[config.mk]
export PLATFORM = sky130hd
export DESIGN_NAME = seg7_scan_driver_flat
export DESIGN_NICKNAME = d
export VERILOG_FILES = /design/src/rtl/seg7_pkg.sv /design/src/rtl/seg7_scan_driver_if.sv /design/src/rtl/seg7_hex_decoder.sv /design/src/rtl/seg7_scan_driver.sv /design/src/flat_wrapper.sv
export SDC_FILE = /design/constraint.sdc
export NUM_CORES = 1
export LEC_CHECK = 0
export ABC_AREA = 1
export BUFFER_PORTS_ARGS = -buffer_cell sky130_fd_sc_hd__buf_2
export CORE_UTILIZATION = 57
export CTS_CLUSTER_SIZE = 14
export DETAILED_ROUTE_END_ITERATION = 12
export HOLD_SLACK_MARGIN = 0.08
export MAX_ROUTING_LAYER = met4
export PLACE_DENSITY = 0.87
export SLEW_MARGIN = 20
export SYNTH_ARGS = -nofsm -noshare
export SYNTH_HDL_FRONTEND = slang
export SYNTH_HIERARCHICAL = 1
export SYNTH_SLANG_ARGS = --single-unit
[constraint.sdc]
create_clock -name clk -period 2.5 [get_ports clk]
set_input_delay 0.375 -clock clk [delete_from_list [all_inputs] [get_ports clk]]
set_output_delay 0.375 -clock clk [all_outputs]
set_load 0.05 [all_outputs]
[src/rtl/seg7_pkg.sv]
// Purpose: shared types and segment code constants for the multiplexed 7-segment driver.
// Latency: n/a (types, constants and a pure function only).
// Backpressure: n/a.
// Contents: digit_t (4-bit digit value), seg_t ({a..g}, a = MSB),
//           SEG_0..SEG_F, SEG_DASH, SEG_BLANK (active-high logical codes).
package seg7_pkg;

  typedef logic [3:0] digit_t;
  typedef logic [6:0] seg_t;

  localparam seg_t SEG_0     = 7'b1111110;
  localparam seg_t SEG_1     = 7'b0110000;
  localparam seg_t SEG_2     = 7'b1101101;
  localparam seg_t SEG_3     = 7'b1111001;
  localparam seg_t SEG_4     = 7'b0110011;
  localparam seg_t SEG_5     = 7'b1011011;
  localparam seg_t SEG_6     = 7'b1011111;
  localparam seg_t SEG_7     = 7'b1110000;
  localparam seg_t SEG_8     = 7'b1111111;
  localparam seg_t SEG_9     = 7'b1110011;
  localparam seg_t SEG_A     = 7'b1110111;
  localparam seg_t SEG_B     = 7'b0011111;
  localparam seg_t SEG_C     = 7'b1001110;
  localparam seg_t SEG_D     = 7'b0111101;
  localparam seg_t SEG_E     = 7'b1001111;
  localparam seg_t SEG_F     = 7'b1000111;
  localparam seg_t SEG_DASH  = 7'b0000001;
  localparam seg_t SEG_BLANK = 7'b0000000;

endpackage

[src/rtl/seg7_scan_driver_if.sv]
// Purpose: datapath <-> display driver bundle (control, digit data, display pins).
// Latency: n/a (wires only).
// Backpressure: none; the driver accepts a load strobe on any cycle.
// master: datapath side (drives en/load/digits_in/dp_in/hex_mode/lzb_en, sees pins).
// slave : driver side (drives seg_o/dp_o/an_o/scan_idx_o).
interface seg7_scan_driver_if #(
  parameter int NUM_DIGITS = 4
);
  localparam int IDX_W = (NUM_DIGITS > 1) ? $clog2(NUM_DIGITS) : 1;

  logic                    en;
  logic                    load;
  logic [4*NUM_DIGITS-1:0] digits_in;
  logic [NUM_DIGITS-1:0]   dp_in;
  logic                    hex_mode;
  logic                    lzb_en;
  logic [6:0]              seg_o;
  logic                    dp_o;
  logic [NUM_DIGITS-1:0]   an_o;
  logic [IDX_W-1:0]        scan_idx_o;

  modport master (
    output en, load, digits_in, dp_in, hex_mode, lzb_en,
    input  seg_o, dp_o, an_o, scan_idx_o
  );

  modport slave (
    input  en, load, digits_in, dp_in, hex_mode, lzb_en,
    output seg_o, dp_o, an_o, scan_idx_o
  );

endinterface

[src/rtl/seg7_hex_decoder.sv]
// Purpose: digit value -> active-high 7-segment code (BCD, optional hex letters, dash, blank).
// Latency: combinational.
// Backpressure: none.
// Ports: value_i digit, hex_mode_i (1 = A..F, 0 = dash for 10..15), blank_i forces all-off,
//        seg_o {a..g}.
module seg7_hex_decoder
  import seg7_pkg::*;
(
  input  digit_t value_i,
  input  logic   hex_mode_i,
  input  logic   blank_i,
  output seg_t   seg_o
);

  always_comb begin
    seg_o = SEG_BLANK;
    if (blank_i) begin
      seg_o = SEG_BLANK;
    end else if ((value_i > 4'd9) && !hex_mode_i) begin
      seg_o = SEG_DASH;
    end else begin
      case (value_i)
        4'h0:    seg_o = SEG_0;
        4'h1:    seg_o = SEG_1;
        4'h2:    seg_o = SEG_2;
        4'h3:    seg_o = SEG_3;
        4'h4:    seg_o = SEG_4;
        4'h5:    seg_o = SEG_5;
        4'h6:    seg_o = SEG_6;
        4'h7:    seg_o = SEG_7;
        4'h8:    seg_o = SEG_8;
        4'h9:    seg_o = SEG_9;
        4'hA:    seg_o = SEG_A;
        4'hB:    seg_o = SEG_B;
        4'hC:    seg_o = SEG_C;
        4'hD:    seg_o = SEG_D;
        4'hE:    seg_o = SEG_E;
        default: seg_o = SEG_F;
      endcase
    end
  end

endmodule

[src/rtl/seg7_scan_driver.sv]
// Purpose: N-digit multiplexed 7-segment scan driver with shadow register and anti-ghost slot.
// Latency: pins registered; a shadow change on the shown digit reaches seg_o one edge after load.
// Backpressure: none; load is accepted every cycle (even with en low).
// Ports: clk, rst_n (async active-low); bus (slave modport): en, load, digits_in, dp_in,
//        hex_mode, lzb_en in; seg_o, dp_o, an_o (pin polarity per parameters), scan_idx_o out.
module seg7_scan_driver
  import seg7_pkg::*;
#(
  parameter int NUM_DIGITS     = 4,
  parameter int SCAN_DIV       = 50000,
  parameter bit SEG_ACTIVE_LOW = 1'b0,
  parameter bit AN_ACTIVE_LOW  = 1'b1
) (
  input logic               clk,
  input logic               rst_n,
  seg7_scan_driver_if.slave bus
);

  localparam int IDX_W = (NUM_DIGITS > 1) ? $clog2(NUM_DIGITS) : 1;
  localparam int PW    = $clog2(SCAN_DIV);

  localparam logic [PW-1:0]         PRESC_LAST = PW'(SCAN_DIV - 1);
  localparam logic [IDX_W-1:0]      IDX_LAST   = IDX_W'(NUM_DIGITS - 1);
  // Inactive pin levels; XOR with these converts logical values to pin polarity.
  localparam seg_t                  SEG_OFF    = {7{SEG_ACTIVE_LOW}};
  localparam logic                  DP_OFF     = SEG_ACTIVE_LOW;
  localparam logic [NUM_DIGITS-1:0] AN_OFF     = {NUM_DIGITS{AN_ACTIVE_LOW}};

  digit_t [NUM_DIGITS-1:0] shadow_q;
  logic   [NUM_DIGITS-1:0] dp_shadow_q;
  logic   [PW-1:0]         presc_q, presc_d;
  logic   [IDX_W-1:0]      idx_q, idx_d;
  seg_t                    seg_q, seg_d;
  logic                    dp_q, dp_d;
  logic   [NUM_DIGITS-1:0] an_q, an_d;

  logic                    wrap;
  logic   [NUM_DIGITS-1:0] lz_blank;
  seg_t                    cur_seg;

  assign wrap = bus.en && (presc_q == PRESC_LAST);

  // lz_blank[i]: nibbles i..top are all zero. Digit 0 is never blanked.
  always_comb begin : lead_zero
    logic zero_above;
    zero_above = 1'b1;
    lz_blank   = '0;
    for (int i = NUM_DIGITS - 1; i >= 1; i--) begin
      zero_above  = zero_above && (shadow_q[i] == 4'd0);
      lz_blank[i] = zero_above;
    end
  end

  seg7_hex_decoder u_dec (
    .value_i    (shadow_q[idx_q]),
    .hex_mode_i (bus.hex_mode),
    .blank_i    (bus.lzb_en && lz_blank[idx_q]),
    .seg_o      (cur_seg)
  );

  always_comb begin
    presc_d = presc_q;
    idx_d   = idx_q;
    if (bus.en) begin
      if (wrap) begin
        presc_d = '0;
        idx_d   = (idx_q == IDX_LAST) ? '0 : idx_q + 1'b1;
      end else begin
        presc_d = presc_q + 1'b1;
      end
    end
  end

  // The wrap edge loads all-inactive pins: this is the anti-ghost blank slot
  // while an_o moves to the next digit.
  always_comb begin
    seg_d = SEG_OFF;
    dp_d  = DP_OFF;
    an_d  = AN_OFF;
    if (bus.en && !wrap) begin
      seg_d = cur_seg ^ SEG_OFF;
      dp_d  = dp_shadow_q[idx_q] ^ DP_OFF;
      an_d  = AN_OFF ^ (NUM_DIGITS'(1) << idx_q);
    end
  end

  always_ff @(posedge clk or negedge rst_n) begin
    if (!rst_n) begin
      shadow_q    <= '0;
      dp_shadow_q <= '0;
      presc_q     <= '0;
      idx_q       <= '0;
      seg_q       <= SEG_OFF;
      dp_q        <= DP_OFF;
      an_q        <= AN_OFF;
    end else begin
      if (bus.load) begin
        shadow_q    <= bus.digits_in;
        dp_shadow_q <= bus.dp_in;
      end
      presc_q <= presc_d;
      idx_q   <= idx_d;
      seg_q   <= seg_d;
      dp_q    <= dp_d;
      an_q    <= an_d;
    end
  end

  assign bus.seg_o      = seg_q;
  assign bus.dp_o       = dp_q;
  assign bus.an_o       = an_q;
  assign bus.scan_idx_o = idx_q;

endmodule

[src/flat_wrapper.sv]
// flat-port wrapper written by rule: the top's interface ports become plain ports
module seg7_scan_driver_flat import seg7_pkg::*;
#(
  parameter int NUM_DIGITS     = 4,
  parameter int SCAN_DIV       = 50000,
  parameter bit SEG_ACTIVE_LOW = 1'b0,
  parameter bit AN_ACTIVE_LOW  = 1'b1
)
  (clk, rst_n, bus_en, bus_load, bus_digits_in, bus_dp_in, bus_hex_mode, bus_lzb_en, bus_seg_o, bus_dp_o, bus_an_o, bus_scan_idx_o);
  seg7_scan_driver_if #(.NUM_DIGITS(NUM_DIGITS)) bus_i ();
  input logic clk;
  input logic rst_n;
  input wire logic [$bits(bus_i.en)-1:0] bus_en;
  input wire logic [$bits(bus_i.load)-1:0] bus_load;
  input wire logic [$bits(bus_i.digits_in)-1:0] bus_digits_in;
  input wire logic [$bits(bus_i.dp_in)-1:0] bus_dp_in;
  input wire logic [$bits(bus_i.hex_mode)-1:0] bus_hex_mode;
  input wire logic [$bits(bus_i.lzb_en)-1:0] bus_lzb_en;
  output wire logic [$bits(bus_i.seg_o)-1:0] bus_seg_o;
  output wire logic [$bits(bus_i.dp_o)-1:0] bus_dp_o;
  output wire logic [$bits(bus_i.an_o)-1:0] bus_an_o;
  output wire logic [$bits(bus_i.scan_idx_o)-1:0] bus_scan_idx_o;
  assign bus_i.en = bus_en;
  assign bus_i.load = bus_load;
  assign bus_i.digits_in = bus_digits_in;
  assign bus_i.dp_in = bus_dp_in;
  assign bus_i.hex_mode = bus_hex_mode;
  assign bus_i.lzb_en = bus_lzb_en;
  assign bus_seg_o = bus_i.seg_o;
  assign bus_dp_o = bus_i.dp_o;
  assign bus_an_o = bus_i.an_o;
  assign bus_scan_idx_o = bus_i.scan_idx_o;
  seg7_scan_driver #(.NUM_DIGITS(NUM_DIGITS), .SCAN_DIV(SCAN_DIV), .SEG_ACTIVE_LOW(SEG_ACTIVE_LOW), .AN_ACTIVE_LOW(AN_ACTIVE_LOW)) u_core (.clk(clk), .rst_n(rst_n), .bus(bus_i));
endmodule
-- Yosys cells after proc, flatten, opt, wreduce, memory -nomap -nowiden
Memories as Yosys holds them, arrays and structs flattened.
Index checks and enable logic that the tools add are counted.
W data, S select, Z words.
- add/sub/neg operators: 2
- order comparisons: 2
- equality and inequality tests: 2
- shift-type cells: 1
- muxes and demuxes: 13
- bitwise operators: 1
- reductions and logical operators: 12
- operators by type and width (operator ; count):
    $mux W7 ; 3
    $add A16 B1 Y16 const B ; 1
    $eq A16 B16 Y1 const B ; 1
    $mux W16 ; 1
    $logic_not A4 Y1 ; 3
    $bmux W4 S2 ; 1
    $mux W4 ; 2
    $logic_and A1 B1 Y1 ; 6
    $bmux W1 S2 ; 2
    $gt A4 B4 Y1 const B ; 1
    $not A4 Y4 ; 1
    $shl A1 B2 Y4 const A ; 1
    $lt A2 B3 Y1 const B ; 1
    $mux W1 ; 3
    $add A2 B1 Y2 const B ; 1
    $eq A2 B2 Y1 const B ; 1
    $logic_not A1 Y1 ; 2
    $mux W2 ; 1
    $reduce_and A2 Y1 ; 1
- register bits after elaboration: 50
- bits in read-only memories: 112
- output and inout bits: 14
- logic and storage cells: 44
- memories: 1
- memory list (name ; words ; width ; read ports ; clocked after Yosys merged registers in ; wr ports ; line ; RTL):
    (name not given) ; 16 ; 7 ; 1 ; 0 ; 0 ; seg7_hex_decoder.sv:22 ; case (value_i)

-- Depth between registers and ports, before layout
Gate-level depths: netlist of the first run.
- depth in word-level cells: 8
- mapped depth: 15
- mapped depth without buffers: 13

-- Cells and area by module
The synthesis of the first run kept the hierarchy.
- modules (own cells, without submodules) (module ; instances ; cells each ; area each (um2) ; sequential area each (um2)):
    seg7_scan_driver ; 1 ; 289 ; 2446.1 ; 1256.2
    seg7_hex_decoder ; 1 ; 54 ; 287.8 ; 0.0

-- Least setup slack after synthesis of the first run
No wires, ideal clock.
- path type: register -> register
- start point: register u_core.idx_q[0] (netlist: u_core/bus.scan_idx_o[0])
- end point: register u_core.seg_q[3] (netlist: u_core/bus.seg_o[3])
- setup time: 72 ps
- data arrival time: 2374 ps
- data required time: 2428 ps
- path slack: 54 ps
- cell stages (with the launch flop): 14
- clock period less this slack: 2446 ps
- path through: dfrtp_1 > buf_2 > inv_1 > buf_4 > a21oi_1 > o21ai_0 > o31ai_1 > inv_1 > ha_1 > o211ai_1 > nand2_1 > nor2_1 > inv_1 > nor2_1
- word-level cells in the longest chain between the ends: 7
- elaborated cells on any way between the ends: 11
- classes of those cells: order compare: 1; mux: 7; reduce/logical: 2; memory: 1
- RTL lines (what ; line ; RTL):
    from (decl) ; seg7_scan_driver.sv:32 ; logic [IDX_W-1:0] idx_q, idx_d;
    from (signal assigned) ; seg7_scan_driver.sv:102 ; idx_q <= idx_d;
    $bmux W4 S2 ; seg7_scan_driver.sv:55 ; .value_i (shadow_q[idx_q]),
    $mux W4 (implied by the code) ; seg7_scan_driver.sv:55 ;
    $gt A4 B4 Y1 ; seg7_hex_decoder.sv:19 ; end else if ((value_i > 4'd9) && !hex_mode_i) begin
    $logic_and A1 B1 Y1 ; seg7_hex_decoder.sv:19 ;
    $mux W7 ; seg7_hex_decoder.sv:19 ;
    $mux W7 (*) ; seg7_hex_decoder.sv:17 ; if (blank_i) begin
    net u_core.cur_seg[3] ; seg7_scan_driver.sv:39 ; seg_t cur_seg;
    $mux W7 (*) ; seg7_scan_driver.sv:80 ; if (bus.en && !wrap) begin
    net u_core.seg_d[3] ; seg7_scan_driver.sv:33 ; seg_t seg_q, seg_d;
    to (signal assigned) ; seg7_scan_driver.sv:103 ; seg_q <= seg_d;
    to (decl) ; seg7_scan_driver.sv:33 ;
Mark *: on every way through the listed nets, which the timed path passes. The rest lies on a longest branch. The select of a mux whose other input is x is not followed.
A chain may end at the register's enable or synchronous reset.

-- Final worst setup path of the first run
- start point: register u_core.idx_q[1] (netlist: u_core/bus.scan_idx_o[1])
- end point: register u_core.seg_q[4] (netlist: u_core/bus.seg_o[4])
Same word-level chain as after synthesis.

==> flow_metrics.tcl, run 1 <==
set metrics [dict create \
    status "finished, violations left" \
    violations "DRC" \
    slowest_stage "dfrtp_1" \
    wire_per_inst_um 13.1 \
    cp.arrival_ns 2.47 \
    die_w_um 71.3 \
    pwr-share-seq_pct 45.6 \
    fin_crit_sh_pct 89.3 \
    total_power_mw 2.22 \
    rows 24 \
    htree_num_levels 2 \
    cp-start-kind "register" \
    portBuffers 39 \
    synth_edf_count 0 \
    min_to "u_core/shadow_q[9]" \
    setup_viol_count_final 0 \
    first_global_vias 2166 \
    power_frac_clock_pct 31.4 \
    ys_seq_area_share_pct 45.9 \
    vias 2311 \
    start_util_pct 61.1 \
    max_stage_delay_ns 0.47 \
    cp_num_buf_inv 3 \
    skew_ns 0.00521 \
    synth_cell_types 29 \
    fin_tns_setup_ns 0 \
    clock_latency_ns 0.30 \
    r2r_end "u_core/bus.seg_o[4]" \
    clockRootBuffer "clkbuf_8" \
    worst_pin_slew_ns 0.556 \
    finalHoldViolations 0 \
    grt_pass1_wl_um 9820 \
    ys_top_cells_by_area "dfrtp_1 42%, nand2_1 10%, inv_1 6.6%" \
    antenna_found_initial 0 \
    worstPathRequired_ns 2.74 \
    p_leak_nw 1.65 \
    die_area_um2 5080 \
    cts_sinks 50 \
    peakVddDrop_uv 541 \
    tritoncts.num_buffers 5 \
    synth_area_leader_cell "dfrtp_1" \
    critPathTopFamily "compound AO/OA/AOI/OAI gates" \
    postSynthAreaPerCell_um2 7.97 \
    synthArstFlopShare_pct 100 \
    clkTransAtPathRegs_ns 0.09 \
    cts_tree "yes" \
    post-route-min-period_ns 2.23 \
    area_growth_pct 15.4 \
    maxCapViolCount 0 \
    critPathMostFrequentCell "inv_1" \
    hpwl_um 4270 \
    fillers 362 \
    min_from "bus_digits_in[9]" \
    vias_per_cell 5.25 \
    fmax_mhz 448 \
    synth_top_area_share_pct 42.1 \
    grt-ovfl-total 0 \
    p_sw_uw 705 \
    clk_path_buf_depth 2 \
    crit_type "register to register" \
    pwr-share-comb_pct 23.0 \
    slew_headroom_pct 62.9 \
    wirelength_um 5780 \
    synth_ff_type "dfrtp_1" \
    switching_share_pct 31.7 \
    drt_iter0_drc 164 \
    drive_gt1_share_pct 22.2 \
    worst_setup_path_end_kind "register" \
    firstDrtPassIters 11 \
    rsz0062_at_grt "no" \
    ios 40 \
    synth_cells 343 \
    ys_warn_count 6 \
    grt_max_degree 32 \
    place_inst 431 \
    p_per_area_nw_per_um2 704 \
    nets 423 \
    slew_violations 0 \
    p_int_mw 1.52 \
    cp_max_fo 12 \
    antenna_cells 0 \
    reg2reg_depth 12 \
    grt.total_usage_pct 25.7 \
    synth-seq-cells 50 \
    timing.hold.worst.class "primary input to register" \
    place_congestion 0.945 \
    finalNonFillerCells 440 \
    regToRegSetupSlack_ns 0.27 \
    min_path_cells 3 \
    timing.rr.start "u_core/bus.scan_idx_o[1]" \
    netlist_area_um2 2730 \
    syn-num-nets 379 \
    drc 3 \
    core-area_um2 4470 \
    die_height_um 71.3 \
    path_cells "inv_1, o21ai_0, a21oi_1, a21oi_2, inv_1, ha_1, nand2_4, nand3_2, nand2_2, a21oi_1, inv_1, nor2_1" \
    ant_nets 0 \
]
## state kept, by name, summed over array words and instances, names as in the netlist
signal	cells
u_core/bus.an_o	4
u_core/presc_q	16
u_core/bus.scan_idx_o	2
u_core/dp_shadow_q	4
u_core/bus.seg_o	7
u_core/bus.dp_o	1
u_core/shadow_q	16
## worst max-delay path by stage
| stage | cells after the start | to | start | slack, ns |
|---|---|---|---|---|
| finish | 12 | u_core/bus.seg_o[4] | u_core/bus.scan_idx_o[1] | 0.27 |
| global route | 12 | u_core/bus.seg_o[4] | u_core/bus.scan_idx_o[1] | 0.03 |
| CTS | 11 | u_core/bus.seg_o[3] | u_core/bus.scan_idx_o[1] | 0.27 |
| detailed placement | 11 | u_core/bus.seg_o[3] | u_core/bus.scan_idx_o[1] | 0.30 |
| global placement | 11 | u_core/bus.seg_o[3] | u_core/bus.scan_idx_o[1] | 0.39 |
| floorplan | 13 | u_core/bus.seg_o[3] | u_core/bus.scan_idx_o[0] | 0.05 |
## layout by cell type (no fill, tap or decap), types with 2 or more instances in the layout
master / instances
nand4_1: 5
nand2_2: 3
buf_4: 4
buf_2: 39
dfstp_2: 4
nor2_2: 4
nand2_1: 74
nor2_1: 45
inv_2: 3
nand2_4: 2
bufinv_16: 2
inv_1: 48
nand3_1: 23
o21ai_0: 22
xor2_1: 4
mux2_2: 9
a21oi_1: 19
dfrtp_1: 46
ha_1: 10
clkbuf_8: 6
nand3_2: 5
## power groups by stage
stage                     combinational (mW)  sequential [mW]  clock, mW
after floorplan                        0.318             1.06          0
after global placement                 0.487             1.02          0
after detailed placement               0.501             1.03          0
after CTS                              0.511             1.01      0.703
after global routing                   0.574             1.03      0.742
final                                  0.512             1.01      0.698
## layout make-up
class | instances | area [um2] | area share [%]
flip-flops and latches | 50 | 1260 | 39.8
multi-input cells | 234 | 1240 | 39.4
repair buffers | 45 | 255 | 8.09
inverters | 51 | 191 | 6.07
clock buffers | 6 | 82.6 | 2.62
well taps | 52 | 65.1 | 2.06
clock inverters | 2 | 60.1 | 1.90
## logic make-up after synthesis
logic type,after synthesis,share of synthesized area [%]
and+or+nand+nor,165,27.1
buffers and inverters,59,8.70
DFF,50,45.9
muxes,9,3.71
AOI/OAI and AO/OA,46,8.65
adders and majority gates,10,4.58
xor gates and xnor gates,4,1.28
## worst register-to-register path: cells and delay by family, from the launching register on
family / cells / cell delay (ns)
flip-flops: 1 / 0.47
AO/OA/AOI/OAI: 4 / 0.59
buffers and inverters: 3 / 0.49
AND/OR/NAND/NOR: 4 / 0.36
adder cells (fa/ha/maj): 1 / 0.26
## Yosys cell counts, types with 5 or more instances
library cell,n
a21oi_1,20
dfrtp_1,46
ha_1,10
inv_1,48
mux2_2,9
nand2_1,74
nand3_1,23
nand3_2,5
nand4_1,5
nor2_1,45
o21ai_0,22
## timing repair
item	CTS	global route
endpoints found under the setup margin	0	4
gates resized for setup	0	1
endpoints found under the hold margin	19	0
buffers inserted	0	0
hold buffers	1	0
## through the flow
stage	utilization (%)	worst slack [ns]	hold slack, ns	area (um2)
finish	70.5	0.268	0.273	3150
global route	70.5	0.0307	0.267	3150
CTS	70.4	0.269	0.263	3150
detailed placement	67.0	0.296	0.398	3000
global placement	67.0	0.391	0.392	3000
floorplan	-	0.0541	0.0794	2730
## routing by layer
metal  vias up  track usage [%]  wire, um
met5         -                -         0
met3         6             5.20       336
li1       1173                -         -
met4         0             7.33        42
met1      1060             36.1      2750
met2        72             38.3      2650
Note: power is estimated with default switching activity, not from simulation.
==> run 2: changes to the inputs <==
--- a/config.mk
+++ b/config.mk
@@ -7,12 +7,12 @@
 export LEC_CHECK = 0
 export ABC_AREA = 1
 export BUFFER_PORTS_ARGS = -buffer_cell sky130_fd_sc_hd__buf_2
-export CORE_UTILIZATION = 57
+export CORE_UTILIZATION = 40
 export CTS_CLUSTER_SIZE = 14
 export DETAILED_ROUTE_END_ITERATION = 12
 export HOLD_SLACK_MARGIN = 0.08
 export MAX_ROUTING_LAYER = met4
-export PLACE_DENSITY = 0.87
+export PLACE_DENSITY = 0.66
 export SLEW_MARGIN = 20
 export SYNTH_ARGS = -nofsm -noshare
 export SYNTH_HDL_FRONTEND = slang
==> flow_metrics.tcl, run 2 (synthesis gave the netlist of run 1 again) <==
set metrics [dict create \
    status "completed" \
    cts_sinks 50 \
    drive_gt1_share_pct 22.4 \
    cp_max_fo 17 \
    worstPathRequired_ns 2.75 \
    fin_crit_sh_pct 85.6 \
    maxCapViolCount 0 \
    die_area_um2 7170 \
    slew_violations 0 \
    place_congestion 0.866 \
    cts_setup_buffers 0 \
    min_path_cells 3 \
    worst_pin_slew_ns 0.489 \
    antenna_found_initial 0 \
    place_inst 457 \
    vias 2248 \
    setup_viol_count_final 0 \
    drc 0 \
    crit_type "register to register" \
    worst_setup_path_end_kind "register" \
    regToRegSetupSlack_ns 0.36 \
    finalNonFillerCells 466 \
    final_common_cell "nand2_1" \
    grt.total_usage_pct 17.8 \
    grt_pass1_wl_um 9890 \
    timing.hold.worst.class "primary input to register" \
    antenna_cells 0 \
    wirelength_um 5520 \
    fillers 646 \
    clk_path_buf_depth 2 \
    slew_headroom_pct 67.4 \
    grt_max_degree 32 \
    ant_nets 0 \
    vias_per_cell 4.82 \
    firstDrtPassIters 6 \
    r2r_end "u_core/bus.seg_o[3]" \
    seq_area_um2 1260 \
    core-area_um2 6460 \
    clkTransAtPathRegs_ns 0.10 \
    wire_per_inst_um 11.8 \
    tritoncts.num_buffers 5 \
    die_height_um 84.7 \
    max_stage_delay_ns 0.39 \
    first_global_vias 2217 \
    htree_num_levels 2 \
    multi_input_area_um2 1240 \
    fmax_mhz 467 \
    clockRootBuffer "clkbuf_8" \
    fin_tns_setup_ns 0 \
    rows 29 \
    cp_num_buf_inv 3 \
    final_cell_mix "74 x nand2_1, 48 x inv_1, 46 x dfrtp_1, 45 x nor2_1, 39 x buf_2" \
    slowest_stage "dfrtp_1" \
    cts_tree "yes" \
    path_cells "inv_1, nor2_1, o31ai_1, inv_1, ha_1, o211ai_1, nand2_1, nor2_1, inv_1, nor2_1" \
    area_growth_pct 16.2 \
    min_to "u_core/shadow_q[8]" \
    min_from "bus_digits_in[8]" \
    start_util_pct 42.3 \
    nets 424 \
    critPathTopFamily "buffers and inverters" \
    portBuffers 39 \
    rsz0062_at_grt "no" \
    cp.arrival_ns 2.39 \
    hpwl_um 4180 \
    drt_iter0_drc 145 \
    critPathLaunch "u_core/bus.scan_idx_o[0]" \
    cp-start-kind "register" \
    grt-ovfl-total 0 \
    timing.rr.start "u_core/bus.scan_idx_o[0]" \
    reg2reg_depth 10 \
    die_w_um 84.7 \
    skew_ns 0.0139 \
    clock_latency_ns 0.31 \
    p_leak_nw 1.65 \
    post-route-min-period_ns 2.14 \
    peakVddDrop_uv 292 \
    ios 40 \
    finalHoldViolations 0 \
    p_per_area_nw_per_um2 688 \
]
run 2: worst max path at each step:
| stage | cells past startpoint | endpoint | slack, ns |
|---|---|---|---|
| 3_3_place_gp | 11 | u_core/bus.seg_o[3] | 0.38 |
| 5_1_grt | 10 | u_core/bus.seg_o[3] | 0.01 |
| 4_1_cts | 11 | u_core/bus.seg_o[3] | 0.30 |
| 3_5_place_dp | 13 | u_core/bus.seg_o[6] | 0.31 |
| 6_report | 10 | u_core/bus.seg_o[3] | 0.36 |
| 2_1_floorplan | 13 | u_core/bus.seg_o[3] | 0.05 |
run 2: stage by stage:
step,power [mW],util [%],cell area [um2],hold slack (ns),worst slack [ns]
2_1_floorplan,1.38,-,2730,0.0794,0.0541
3_3_place_gp,1.51,46.8,3020,0.288,0.375
3_5_place_dp,1.52,46.8,3020,0.290,0.315
4_1_cts,2.20,49.1,3170,0.262,0.301
5_1_grt,2.33,49.2,3180,0.270,0.0105
6_report,2.19,49.2,3180,0.269,0.359
run 2: per-layer routing:
| layer | routed length, um | GRT usage, % |
|---|---|---|
| met5 | 0 | - |
| met4 | 84 | 5.70 |
| met3 | 214 | 2.95 |
| met2 | 2360 | 26.1 |
| met1 | 2860 | 25.2 |
run 2: final cells by class:
type | instances | share of cell area [%]
Timing Repair Buffer | 46 | 7.88
Sequential cell | 50 | 39.6
Clock inverter | 3 | 2.17
Multi-Input combinational cell | 234 | 39.2
Tap cell | 77 | 3.03
Clock buffer | 5 | 2.17
Inverter | 51 | 6.03
run 2: timing repair:
item                       4_1_cts  5_1_grt
hold endpoints to repair        12        0
setup endpoints to repair        0        2
hold buffers                     1        0
gates resized for setup          0        1
run 2: where the power goes:
group | internal [mW] | switching [mW]
Clock | 0.401 | 0.273
Combinational | 0.176 | 0.326
Sequential | 0.912 | 0.0984
Total | 1.49 | 0.697
run 2: worst register-to-register path, cell delays in order, from the launching register on:
cell and delay (ns):
dfrtp_1 0.39, inv_1 0.33, nor2_1 0.12, o31ai_1 0.31, inv_1 0.15, ha_1 0.35
o211ai_1 0.17, nand2_1 0.06, nor2_1 0.09, inv_1 0.04, nor2_1 0.09
